`src/rtl/pipeline_ctrl_pkg.sv`:
```
// Shared definitions for the pipeline sequencing controller: state codes,
// the FSM state type and the default performance-counter width.
package pipeline_ctrl_pkg;

  localparam logic [2:0] IDLE      = 3'd0;
  localparam logic [2:0] RUN       = 3'd1;
  localparam logic [2:0] STEP_WAIT = 3'd2;
  localparam logic [2:0] STEP_EXEC = 3'd3;
  localparam logic [2:0] HALTED    = 3'd4;

  typedef enum logic [2:0] {
    ST_IDLE      = IDLE,
    ST_RUN       = RUN,
    ST_STEP_WAIT = STEP_WAIT,
    ST_STEP_EXEC = STEP_EXEC,
    ST_HALTED    = HALTED
  } state_t;

  localparam int CANT_BITS_CONTADOR_DEFAULT = 32;

endpackage

```
`src/rtl/pipeline_stall_controller_if.sv`:
```
// Control bundle between the controller (slave) and the units that feed it
// and consume its enables (master side: debug unit, hazard unit, pipeline).
interface pipeline_stall_controller_if
  import pipeline_ctrl_pkg::*;
#(
  parameter int CANT_BITS_CONTADOR = CANT_BITS_CONTADOR_DEFAULT
);
  logic                          i_start;
  logic                          i_debug_mode;
  logic                          i_step;
  logic                          i_bit_burbuja;
  logic                          i_branch_taken_id;
  logic                          i_halt_wb;
  logic                          o_enable_pc;
  logic                          o_enable_if_id;
  logic                          o_enable_pipeline;
  logic                          o_flush_if_id;
  logic                          o_burbuja_id_ex;
  logic                          o_disable_for_exception;
  logic                          o_halted;
  logic [CANT_BITS_CONTADOR-1:0] o_cycle_count;
  logic [CANT_BITS_CONTADOR-1:0] o_stall_count;

  modport master (
    output i_start, i_debug_mode, i_step, i_bit_burbuja, i_branch_taken_id, i_halt_wb,
    input  o_enable_pc, o_enable_if_id, o_enable_pipeline, o_flush_if_id,
           o_burbuja_id_ex, o_disable_for_exception, o_halted, o_cycle_count, o_stall_count
  );

  modport slave (
    input  i_start, i_debug_mode, i_step, i_bit_burbuja, i_branch_taken_id, i_halt_wb,
    output o_enable_pc, o_enable_if_id, o_enable_pipeline, o_flush_if_id,
           o_burbuja_id_ex, o_disable_for_exception, o_halted, o_cycle_count, o_stall_count
  );

endinterface

```
`src/rtl/contador_saturado.sv`:
```
// Saturating up-counter: synchronous clear has priority over increment,
// and the value sticks at all-ones instead of wrapping.
module contador_saturado #(
  parameter int WIDTH = 32
) (
  input  logic             clk,
  input  logic             rst,
  input  logic             clear,
  input  logic             increment,
  output logic [WIDTH-1:0] count
);

  logic [WIDTH-1:0] count_reg;

  // Count register: async reset, sync clear, increment until saturated.
  always_ff @(posedge clk or posedge rst) begin
    if (rst) begin
      count_reg <= '0;
    end else if (clear) begin
      count_reg <= '0;
    end else if (increment && (count_reg != {WIDTH{1'b1}})) begin
      count_reg <= count_reg + 1'b1;
    end
  end

  assign count = count_reg;

endmodule

```
`src/rtl/pipeline_stall_controller.sv`:
```
// Pipeline sequencing controller: run / single-step / halted mode FSM,
// Mealy decode of stage enables, flush and bubble, plus cycle/stall counters.
module pipeline_stall_controller
  import pipeline_ctrl_pkg::*;
#(
  parameter int CANT_BITS_CONTADOR = CANT_BITS_CONTADOR_DEFAULT
) (
  input  logic                        i_clock,
  input  logic                        i_reset,
  pipeline_stall_controller_if.slave  bus
);

  state_t state_reg;
  state_t state_next;

  logic active;
  logic clear_counters;
  logic stall_cycle;
  logic enable_pc;
  logic enable_if_id;
  logic enable_pipeline;
  logic flush_if_id;
  logic burbuja_id_ex;
  logic disable_for_exception;
  logic [CANT_BITS_CONTADOR-1:0] cycle_count;
  logic [CANT_BITS_CONTADOR-1:0] stall_count;

  // Mode register; reset drops straight back to IDLE regardless of the clock.
  always_ff @(posedge i_clock or posedge i_reset) begin
    if (i_reset) begin
      state_reg <= ST_IDLE;
    end else begin
      state_reg <= state_next;
    end
  end

  // Next-mode logic; start and step pulses only matter in their own states.
  always_comb begin
    state_next     = state_reg;
    clear_counters = 1'b0;
    case (state_reg)
      ST_IDLE: begin
        if (bus.i_start) begin
          clear_counters = 1'b1;
          state_next     = bus.i_debug_mode ? ST_STEP_WAIT : ST_RUN;
        end
      end
      ST_RUN: begin
        if (bus.i_halt_wb) state_next = ST_HALTED;
      end
      ST_STEP_WAIT: begin
        if (bus.i_step) state_next = ST_STEP_EXEC;
      end
      ST_STEP_EXEC: begin
        state_next = bus.i_halt_wb ? ST_HALTED : ST_STEP_WAIT;
      end
      ST_HALTED: begin
        state_next = ST_HALTED;
      end
      default: begin
        state_next = ST_IDLE;
      end
    endcase
  end

  assign active      = (state_reg == ST_RUN) || (state_reg == ST_STEP_EXEC);
  assign stall_cycle = active && bus.i_bit_burbuja;

  // Enable decode: a bubble freezes PC and IF/ID and overrides a same-cycle
  // branch, since the branch is re-resolved once the load-use stall clears.
  always_comb begin
    enable_pc             = 1'b0;
    enable_if_id          = 1'b0;
    enable_pipeline       = 1'b0;
    flush_if_id           = 1'b0;
    burbuja_id_ex         = 1'b0;
    disable_for_exception = 1'b1;
    if (active) begin
      disable_for_exception = 1'b0;
      enable_pipeline       = 1'b1;
      if (bus.i_bit_burbuja) begin
        burbuja_id_ex = 1'b1;
      end else begin
        enable_pc    = 1'b1;
        enable_if_id = 1'b1;
        flush_if_id  = bus.i_branch_taken_id;
      end
    end
  end

  contador_saturado #(.WIDTH(CANT_BITS_CONTADOR)) u_cycle_counter (
    .clk       (i_clock),
    .rst       (i_reset),
    .clear     (clear_counters),
    .increment (active),
    .count     (cycle_count)
  );

  contador_saturado #(.WIDTH(CANT_BITS_CONTADOR)) u_stall_counter (
    .clk       (i_clock),
    .rst       (i_reset),
    .clear     (clear_counters),
    .increment (stall_cycle),
    .count     (stall_count)
  );

  assign bus.o_enable_pc             = enable_pc;
  assign bus.o_enable_if_id          = enable_if_id;
  assign bus.o_enable_pipeline       = enable_pipeline;
  assign bus.o_flush_if_id           = flush_if_id;
  assign bus.o_burbuja_id_ex         = burbuja_id_ex;
  assign bus.o_disable_for_exception = disable_for_exception;
  assign bus.o_halted                = (state_reg == ST_HALTED);
  assign bus.o_cycle_count           = cycle_count;
  assign bus.o_stall_count           = stall_count;

endmodule

```
`src/flat_wrapper.sv`:
```
// flat-port wrapper written by rule: the top's interface ports become plain ports
module pipeline_stall_controller_flat import pipeline_ctrl_pkg::*;
#(
  parameter int CANT_BITS_CONTADOR = CANT_BITS_CONTADOR_DEFAULT
)
  (i_clock, i_reset, bus_i_start, bus_i_debug_mode, bus_i_step, bus_i_bit_burbuja, bus_i_branch_taken_id, bus_i_halt_wb, bus_o_enable_pc, bus_o_enable_if_id, bus_o_enable_pipeline, bus_o_flush_if_id, bus_o_burbuja_id_ex, bus_o_disable_for_exception, bus_o_halted, bus_o_cycle_count, bus_o_stall_count);
  pipeline_stall_controller_if #(.CANT_BITS_CONTADOR(CANT_BITS_CONTADOR)) bus_i ();
  input  logic i_clock;
  input  logic i_reset;
  input wire logic [$bits(bus_i.i_start)-1:0] bus_i_start;
  input wire logic [$bits(bus_i.i_debug_mode)-1:0] bus_i_debug_mode;
  input wire logic [$bits(bus_i.i_step)-1:0] bus_i_step;
  input wire logic [$bits(bus_i.i_bit_burbuja)-1:0] bus_i_bit_burbuja;
  input wire logic [$bits(bus_i.i_branch_taken_id)-1:0] bus_i_branch_taken_id;
  input wire logic [$bits(bus_i.i_halt_wb)-1:0] bus_i_halt_wb;
  output wire logic [$bits(bus_i.o_enable_pc)-1:0] bus_o_enable_pc;
  output wire logic [$bits(bus_i.o_enable_if_id)-1:0] bus_o_enable_if_id;
  output wire logic [$bits(bus_i.o_enable_pipeline)-1:0] bus_o_enable_pipeline;
  output wire logic [$bits(bus_i.o_flush_if_id)-1:0] bus_o_flush_if_id;
  output wire logic [$bits(bus_i.o_burbuja_id_ex)-1:0] bus_o_burbuja_id_ex;
  output wire logic [$bits(bus_i.o_disable_for_exception)-1:0] bus_o_disable_for_exception;
  output wire logic [$bits(bus_i.o_halted)-1:0] bus_o_halted;
  output wire logic [$bits(bus_i.o_cycle_count)-1:0] bus_o_cycle_count;
  output wire logic [$bits(bus_i.o_stall_count)-1:0] bus_o_stall_count;
  assign bus_i.i_start = bus_i_start;
  assign bus_i.i_debug_mode = bus_i_debug_mode;
  assign bus_i.i_step = bus_i_step;
  assign bus_i.i_bit_burbuja = bus_i_bit_burbuja;
  assign bus_i.i_branch_taken_id = bus_i_branch_taken_id;
  assign bus_i.i_halt_wb = bus_i_halt_wb;
  assign bus_o_enable_pc = bus_i.o_enable_pc;
  assign bus_o_enable_if_id = bus_i.o_enable_if_id;
  assign bus_o_enable_pipeline = bus_i.o_enable_pipeline;
  assign bus_o_flush_if_id = bus_i.o_flush_if_id;
  assign bus_o_burbuja_id_ex = bus_i.o_burbuja_id_ex;
  assign bus_o_disable_for_exception = bus_i.o_disable_for_exception;
  assign bus_o_halted = bus_i.o_halted;
  assign bus_o_cycle_count = bus_i.o_cycle_count;
  assign bus_o_stall_count = bus_i.o_stall_count;
  pipeline_stall_controller #(.CANT_BITS_CONTADOR(CANT_BITS_CONTADOR)) u_core (.i_clock(i_clock), .i_reset(i_reset), .bus(bus_i));
endmodule
```
`config.mk`:
```
export PLATFORM = sky130hd
export DESIGN_NAME = pipeline_stall_controller_flat
export DESIGN_NICKNAME = d
export VERILOG_FILES = /design/src/rtl/pipeline_ctrl_pkg.sv /design/src/rtl/pipeline_stall_controller_if.sv /design/src/rtl/contador_saturado.sv /design/src/rtl/pipeline_stall_controller.sv /design/src/flat_wrapper.sv
export SDC_FILE = /design/constraint.sdc
export NUM_CORES = 1
export LEC_CHECK = 0
export ABC_AREA = 1
export CAP_MARGIN = 30
export CORE_MARGIN = 4
export CORE_UTILIZATION = 25
export DETAILED_ROUTE_END_ITERATION = 8
export REMOVE_ABC_BUFFERS = 1
export SYNTH_ARGS = -nofsm -noshare
export SYNTH_HDL_FRONTEND = slang
export SYNTH_SLANG_ARGS = --single-unit
```
`constraint.sdc`:
```
create_clock -name i_clock -period 2 [get_ports i_clock]
set_input_delay 0.4 -clock i_clock [delete_from_list [all_inputs] [get_ports i_clock]]
set_output_delay 0.4 -clock i_clock [all_outputs]
set_load 0.01 [all_outputs]
```
=== After elaboration in Yosys (flattened, before gate mapping) ===
Index checks and enable logic that the tools add are counted.

* $add $sub $neg: 2
* Eq/ne operators: 9
* Mux-type cells: 20
* Reduce and logical (&&, ||, !) cells: 8

{| class="wikitable"
|+ Operators by type and width
! operator !! number
|-
| $mux 32 || 4
|-
| $add 32x1->32 const B || 2
|-
| $ne 32x32->1 const B || 2
|-
| $pmux 3 s5 || 1
|-
| $mux 3 || 4
|-
| $mux 1 || 10
|-
| $eq 3x2->1 const B || 2
|-
| $ne 2x2->1 const B || 3
|-
| $reduce_bool 2->1 || 2
|-
| $eq 3x1->1 const B || 1
|-
| $eq 3x3->1 const B || 1
|-
| $logic_and 1x1->1 || 3
|-
| $logic_not 3->1 || 1
|-
| $reduce_and 3->1 || 1
|-
| $mux 2 || 1
|-
| $logic_or 1x1->1 || 1
|}

* Register bits: 67
* Input port bits: 8
* Output and inout port bits: 71
* Logic and storage cells: 42

=== Depth between registers and ports, before layout ===
* Depth after elaboration: 6
* Gate-level depth with buffers: 11
* Gate-level depth less buffers: 10

=== Cells and area by module ===
A second synthesis with hierarchy kept.

* Cell total of the unflattened synthesis: 762
* Area total of the unflattened synthesis: 4805.9 µm²

{| class="wikitable"
|+ By module, submodules not included
! module !! instances !! cells each !! area an instance (µm²) !! sequential area each (µm²)
|-
| contador_saturado || 2 || 360 || 2274.7 || 800.8
|-
| pipeline_stall_controller || 1 || 42 || 256.5 || 75.1
|}

=== Least setup slack after synthesis ===
No wires, ideal clock.

* Path type: register to register
* Start point: reg u_core.u_cycle_counter.count_reg[0] (netlist: u_core.u_cycle_counter.count[0])
* End point: reg u_core.u_cycle_counter.count_reg[17] (netlist: u_core.u_cycle_counter.count[17])
* Setup time: 0.066 ns
* Arrival time: 1.633 ns
* Required time: 1.934 ns
* Path slack: 0.302 ns
* Stages on the path, launching flop included: 10
* Path buffers: 1
* Clock period less this slack: 1.698 ns
* Path through: dfrtp_1 -> ha_1 -> nand2_2 -> nor2_4 -> nand2_4 -> nor2_8 -> a21oi_1 -> buf_2 -> nand3_1 -> nand2_1

* Longest elaborated chain between the ends: 3
* Elaborated cells on any way between the ends: 6
* Classes of those cells: add/sub: 1; eq/ne: 1; mux: 2; reduce/logical: 2

{| class="wikitable"
|+ RTL lines
! what !! RTL line !! text
|-
| start, declared || contador_saturado.sv:13 || <nowiki>logic [WIDTH-1:0] count_reg;</nowiki>
|-
| start signal, assigned || contador_saturado.sv:22 || <nowiki>count_reg <= count_reg + 1'b1;</nowiki>
|-
| $add 32x1->32 or $ne 32x32->1 (tied branches) || contador_saturado.sv:22, contador_saturado.sv:21 ||
|-
| $mux 32 or $logic_and 1x1->1 (tied branches) || contador_saturado.sv:21 || <nowiki>end else if (increment && (count_reg != {WIDTH{1'b1}})) begin</nowiki>
|-
| $mux 32 or $reduce_bool 2->1 (tied branches) || n/a ||
|}

Parallel ways exist; a longest one is shown, timed or not. The select of a mux whose other input is x is not followed.
A chain may end at the register's enable or synchronous reset.

=== Final worst setup path ===
* Start point: reg u_core.state_reg[0]
* End point: out bus_o_disable_for_exception

* Longest elaborated chain between the ends: 3
* Elaborated cells on any way between the ends: 4
* Classes of those cells: eq/ne: 2; mux: 1; reduce/logical: 1

{| class="wikitable"
|+ RTL lines
! what !! RTL line !! text
|-
| start, declared || pipeline_stall_controller.sv:13 || <nowiki>state_t state_reg;</nowiki>
|-
| start signal, assigned || pipeline_stall_controller.sv:33 || <nowiki>state_reg <= state_next;</nowiki>
|-
| $eq 3x1->1 or $eq 3x2->1 (tied branches) || pipeline_stall_controller.sv:66 || <nowiki>assign active = (state_reg == ST_RUN) || (state_reg == ST_STEP_EXEC);</nowiki>
|-
| $logic_or 1x1->1 * || pipeline_stall_controller.sv:66 ||
|-
| $mux 1 * || pipeline_stall_controller.sv:78 || <nowiki>if (active) begin</nowiki>
|-
| end, declared || flat_wrapper.sv:21 || <nowiki>output wire logic [$bits(bus_i.o_disable_for_exception)-1:0] bus_o_disable_for_exception;</nowiki>
|}

Every way passes the cells marked *; elsewhere a longest branch is shown, timed or not.

==> PnR_summary.wiki <==
{| class="wikitable"
! Metric !! Value
|-
| Count of boundary I/O pins || just under 80
|-
| Critical setup path kind || register to output pin
|-
| Syn Area/Cell || 6.71 sq um
|-
| Final setup violation count || 0
|-
| Outcome || finished, final reports clean
|-
| Count of buffers added by post-CTS timing repair for setup || 0
|-
| Setup skew after layout || 0.00432 ns
|-
| FP Rows || 49
|-
| H-tree levels || 3
|-
| Net switching share of the total power || a little over a third
|-
| Power Dens Cells || ~940 nW/um^2
|-
| Pin count of the biggest net entering global routing || 68
|-
| Hold-fix buffers at CTS || 0
|-
| Number of unique standard cell types used by synthesis || 28
|-
| Multi-input gate area in the final layout || between 2000 and 3000 sq um
|-
| Final Cycle Share || roughly 95%
|-
| Routability congestion estimate || between 0.8 and 0.9
|-
| Overall overflow remaining after global route || 0
|-
| RSZ-0062 raised after global routing || no
|-
| Synth Register Bits || 67
|-
| Worst rel slew slack || between 70% and 80%
|-
| Required arrival time at the worst endpoint || 1.60 ns
|-
| Via total after detailed routing || ~4600
|-
| Antenna diode instance count || 0
|-
| Clk sinks || 67
|-
| Detail Route Antenna Nets || 0
|-
| Synthesis-to-layout area growth || 33.1%
|-
| Dpl ws || -0.132 ns
|-
| Power spent charging and discharging nets || approximately 2.1 mW
|-
| PortBufs || about 80
|-
| First-pass DRT Iterations || 7
|-
| Min Clock Period, post-route || around 1.9 ns
|-
| DRC violations left || 0
|-
| Chip Width || around 140 um
|-
| Routed vias/inst || 4.55
|-
| Min-Delay Path Class || input port to asynchronous set/reset pin
|-
| Core region area || roughly 18000 sq um
|-
| Layout cell share with drive strength beyond 1 || around 8.5%
|-
| TritonCTS clock tree || yes
|-
| Worst endpoint data arrival time || around 1.5 ns
|-
| First-pass GRT wire length || ~22000 um
|-
| Combinational share of power || between 30% and 40%
|-
| Maximum fanout count along the critical path || 6
|-
| Max Clk Rate || approximately 530 MHz
|-
| Clock buffers created by TritonCTS || 9
|-
| Summed instance area of the synthesized netlist || 4550 sq um
|-
| Synth warn || 0
|-
| Floorplan die area || about 20000 sq um
|-
| Slew at the pin closest to its max-slew limit || 0.441 ns
|-
| Iteration-0 DRC count of the detailed router || ~250
|-
| Portion of total power attributed to sequential cells || between 30 and 40%
|-
| Hold violation total from the final report || 0
|-
| Synthesized netlist cell count || just under 700
|-
| Leakage Power || 2.68 nW
|-
| Initial antenna violation count || 0
|-
| Final wirelength || around 13000 um
|-
| Clock transition at the registers of the reported paths || around 0.050 ns
|-
| Worst Setup Start Kind || register
|-
| Most common cell after layout, fill and taps aside || sky130_fd_sc_hd__nand2_1
|-
| Peak supply drop || approximately 0.53 mV
|-
| Starting Density || around a quarter
|-
| Cell internal power dissipation || ~3.6 mW
|-
| Cell at the root of the clock tree || sky130_fd_sc_hd__clkbuf_16
|-
| Net count of the finished layout || around 790
|-
| Die boundary height || 143 um
|-
| Maximum capacitance violations || 0
|-
| Area used by sequential logic in the layout || between 1500 and 2000 sq um
|-
| Routed wire per std cell || 13.0 um
|-
| Worst hold slack across all endpoints || ~0.48 ns
|-
| Filler cells || 1939
|-
| Endpoint kind of the worst setup timing path || output pin
|-
| Worst-Skew Late Latency || 0.34 ns
|-
| Commonest cells after routing, fill and taps aside || sky130_fd_sc_hd__nand2_1 (216), sky130_fd_sc_hd__nand3_1 (110), sky130_fd_sc_hd__nor2_1 (87), sky130_fd_sc_hd__clkdlybuf4s50_1 (72), sky130_fd_sc_hd__dfrtp_1 (67)
|-
| Portion of total power attributed to the clock network || a little over a quarter
|-
| Overall global routing resource usage || 13.5%
|-
| Vias in the first global route || between 4000 and 5000
|-
| PnR worst setup slack || approximately 0.11 ns
|-
| Sequential area share after synthesis || ~37%
|-
| Clk buf depth || 2
|-
| Final HPWL from detailed placement || 9450 um
|-
| Number of max-slew violations in the final report || 0
|}
[metrics by stage]
step / area, sq um / cells / power (mW) / util [%] / TNS [ns]
after floorplan: 4420 / 659 / 2.93 / - / -19.55
after global placement: 5770 / 993 / 4.18 / 32.2 / -0.130
after detailed placement: 5770 / 993 / 4.21 / 32.2 / -0.132
after CTS: 6050 / 1007 / 5.78 / 33.8 / 0
after global routing: 6060 / 1007 / 6.08 / 33.8 / 0
final: 6060 / 1007 / 5.69 / 33.8 / 0
[cells in the mapped netlist (all sizes together)]
master	number	area (sq um)
nand2	225	880
o21bai	4	30.0
clkbuf	6	22.5
nor3	2	10.0
nand3b	7	52.6
dfrtp	67	1680
o211ai	3	22.5
o21ai	39	195
nor2	96	418
buf	13	108
a21oi	2	13.8
nand3	111	556
nand4	4	25.0
ha	2	25.0
xnor2	7	61.3
xor2	23	201
inv	66	248
or2	1	6.26
[worst max-delay path, cell delays in order, from the launching register on]
cell and delay, ns:
sky130_fd_sc_hd__dfrtp_1 0.42, sky130_fd_sc_hd__nand2_2 0.17, sky130_fd_sc_hd__clkdlybuf4s50_1 0.56
[power by group through the flow]
stage | Clock (mW) | Combinational [mW] | Sequential (mW)
after floorplan | 0 | 0.871 | 2.06
after global placement | 0 | 2.20 | 1.97
after detailed placement | 0 | 2.23 | 1.98
after CTS | 1.61 | 2.22 | 1.96
after global routing | 1.65 | 2.43 | 2.01
final | 1.54 | 2.19 | 1.96
[worst paths after layout]
path	startpoint	to	slack (ns)	cells after the start
setup / recovery	u_core.state_reg[0]$_DFFE_PP0P_	bus_o_disable_for_exception	0.11	2
hold / removal	i_reset	u_core.u_stall_counter.count[2]$_DFFE_PP0P_	0.48	3
setup reg to reg	u_core.u_stall_counter.count[1]$_DFFE_PP0P_	u_core.u_stall_counter.count[7]$_DFFE_PP0P_	0.18	10
hold reg to reg	u_core.u_stall_counter.count[0]$_DFFE_PP0P_	u_core.u_stall_counter.count[0]$_DFFE_PP0P_	0.58	2
max in group asynchronous	i_reset	u_core.u_stall_counter.count[0]$_DFFE_PP0P_	1.24	3
min in group i_clock	u_core.u_stall_counter.count[0]$_DFFE_PP0P_	u_core.u_stall_counter.count[0]$_DFFE_PP0P_	0.58	2
[layer usage]
layer / up-vias / wire length [um] / GRT usage, %
met2: 114 / 6360 / 23.1
met4: 0 / 192 / 3.70
met3: 16 / 712 / 3.25
li1: 2353 / - / -
met5: - / 0 / 0
met1: 2103 / 5870 / 17.1
[cells by family after synthesis]
kind of cell    count (synthesis)  share of synthesized area, %
fa+ha+maj                       2                         0.550
compound gates                 48                          5.75
xor+xnor                       30                          5.77
simple gates                  446                          42.8
buf+inv                        85                          8.30
flops                          67                          36.8
[final cells by class]
class / count / area share (%)
multi-input cells: 526 / 41.4
flip-flops and latches: 67 / 27.7
repair buffers: 105 / 17.4
well taps: 229 / 4.73
clock buffers: 13 / 4.63
inverters: 66 / 4.09
clock inverters: 1 / 0.124
[what timing repair did]
action | 4_1_cts | 5_1_grt
gates resized for setup | 8 | 1
hold endpoints to repair | 0 | 0
setup endpoints to repair | 7 | 1
(Power assumes the default switching activity.)
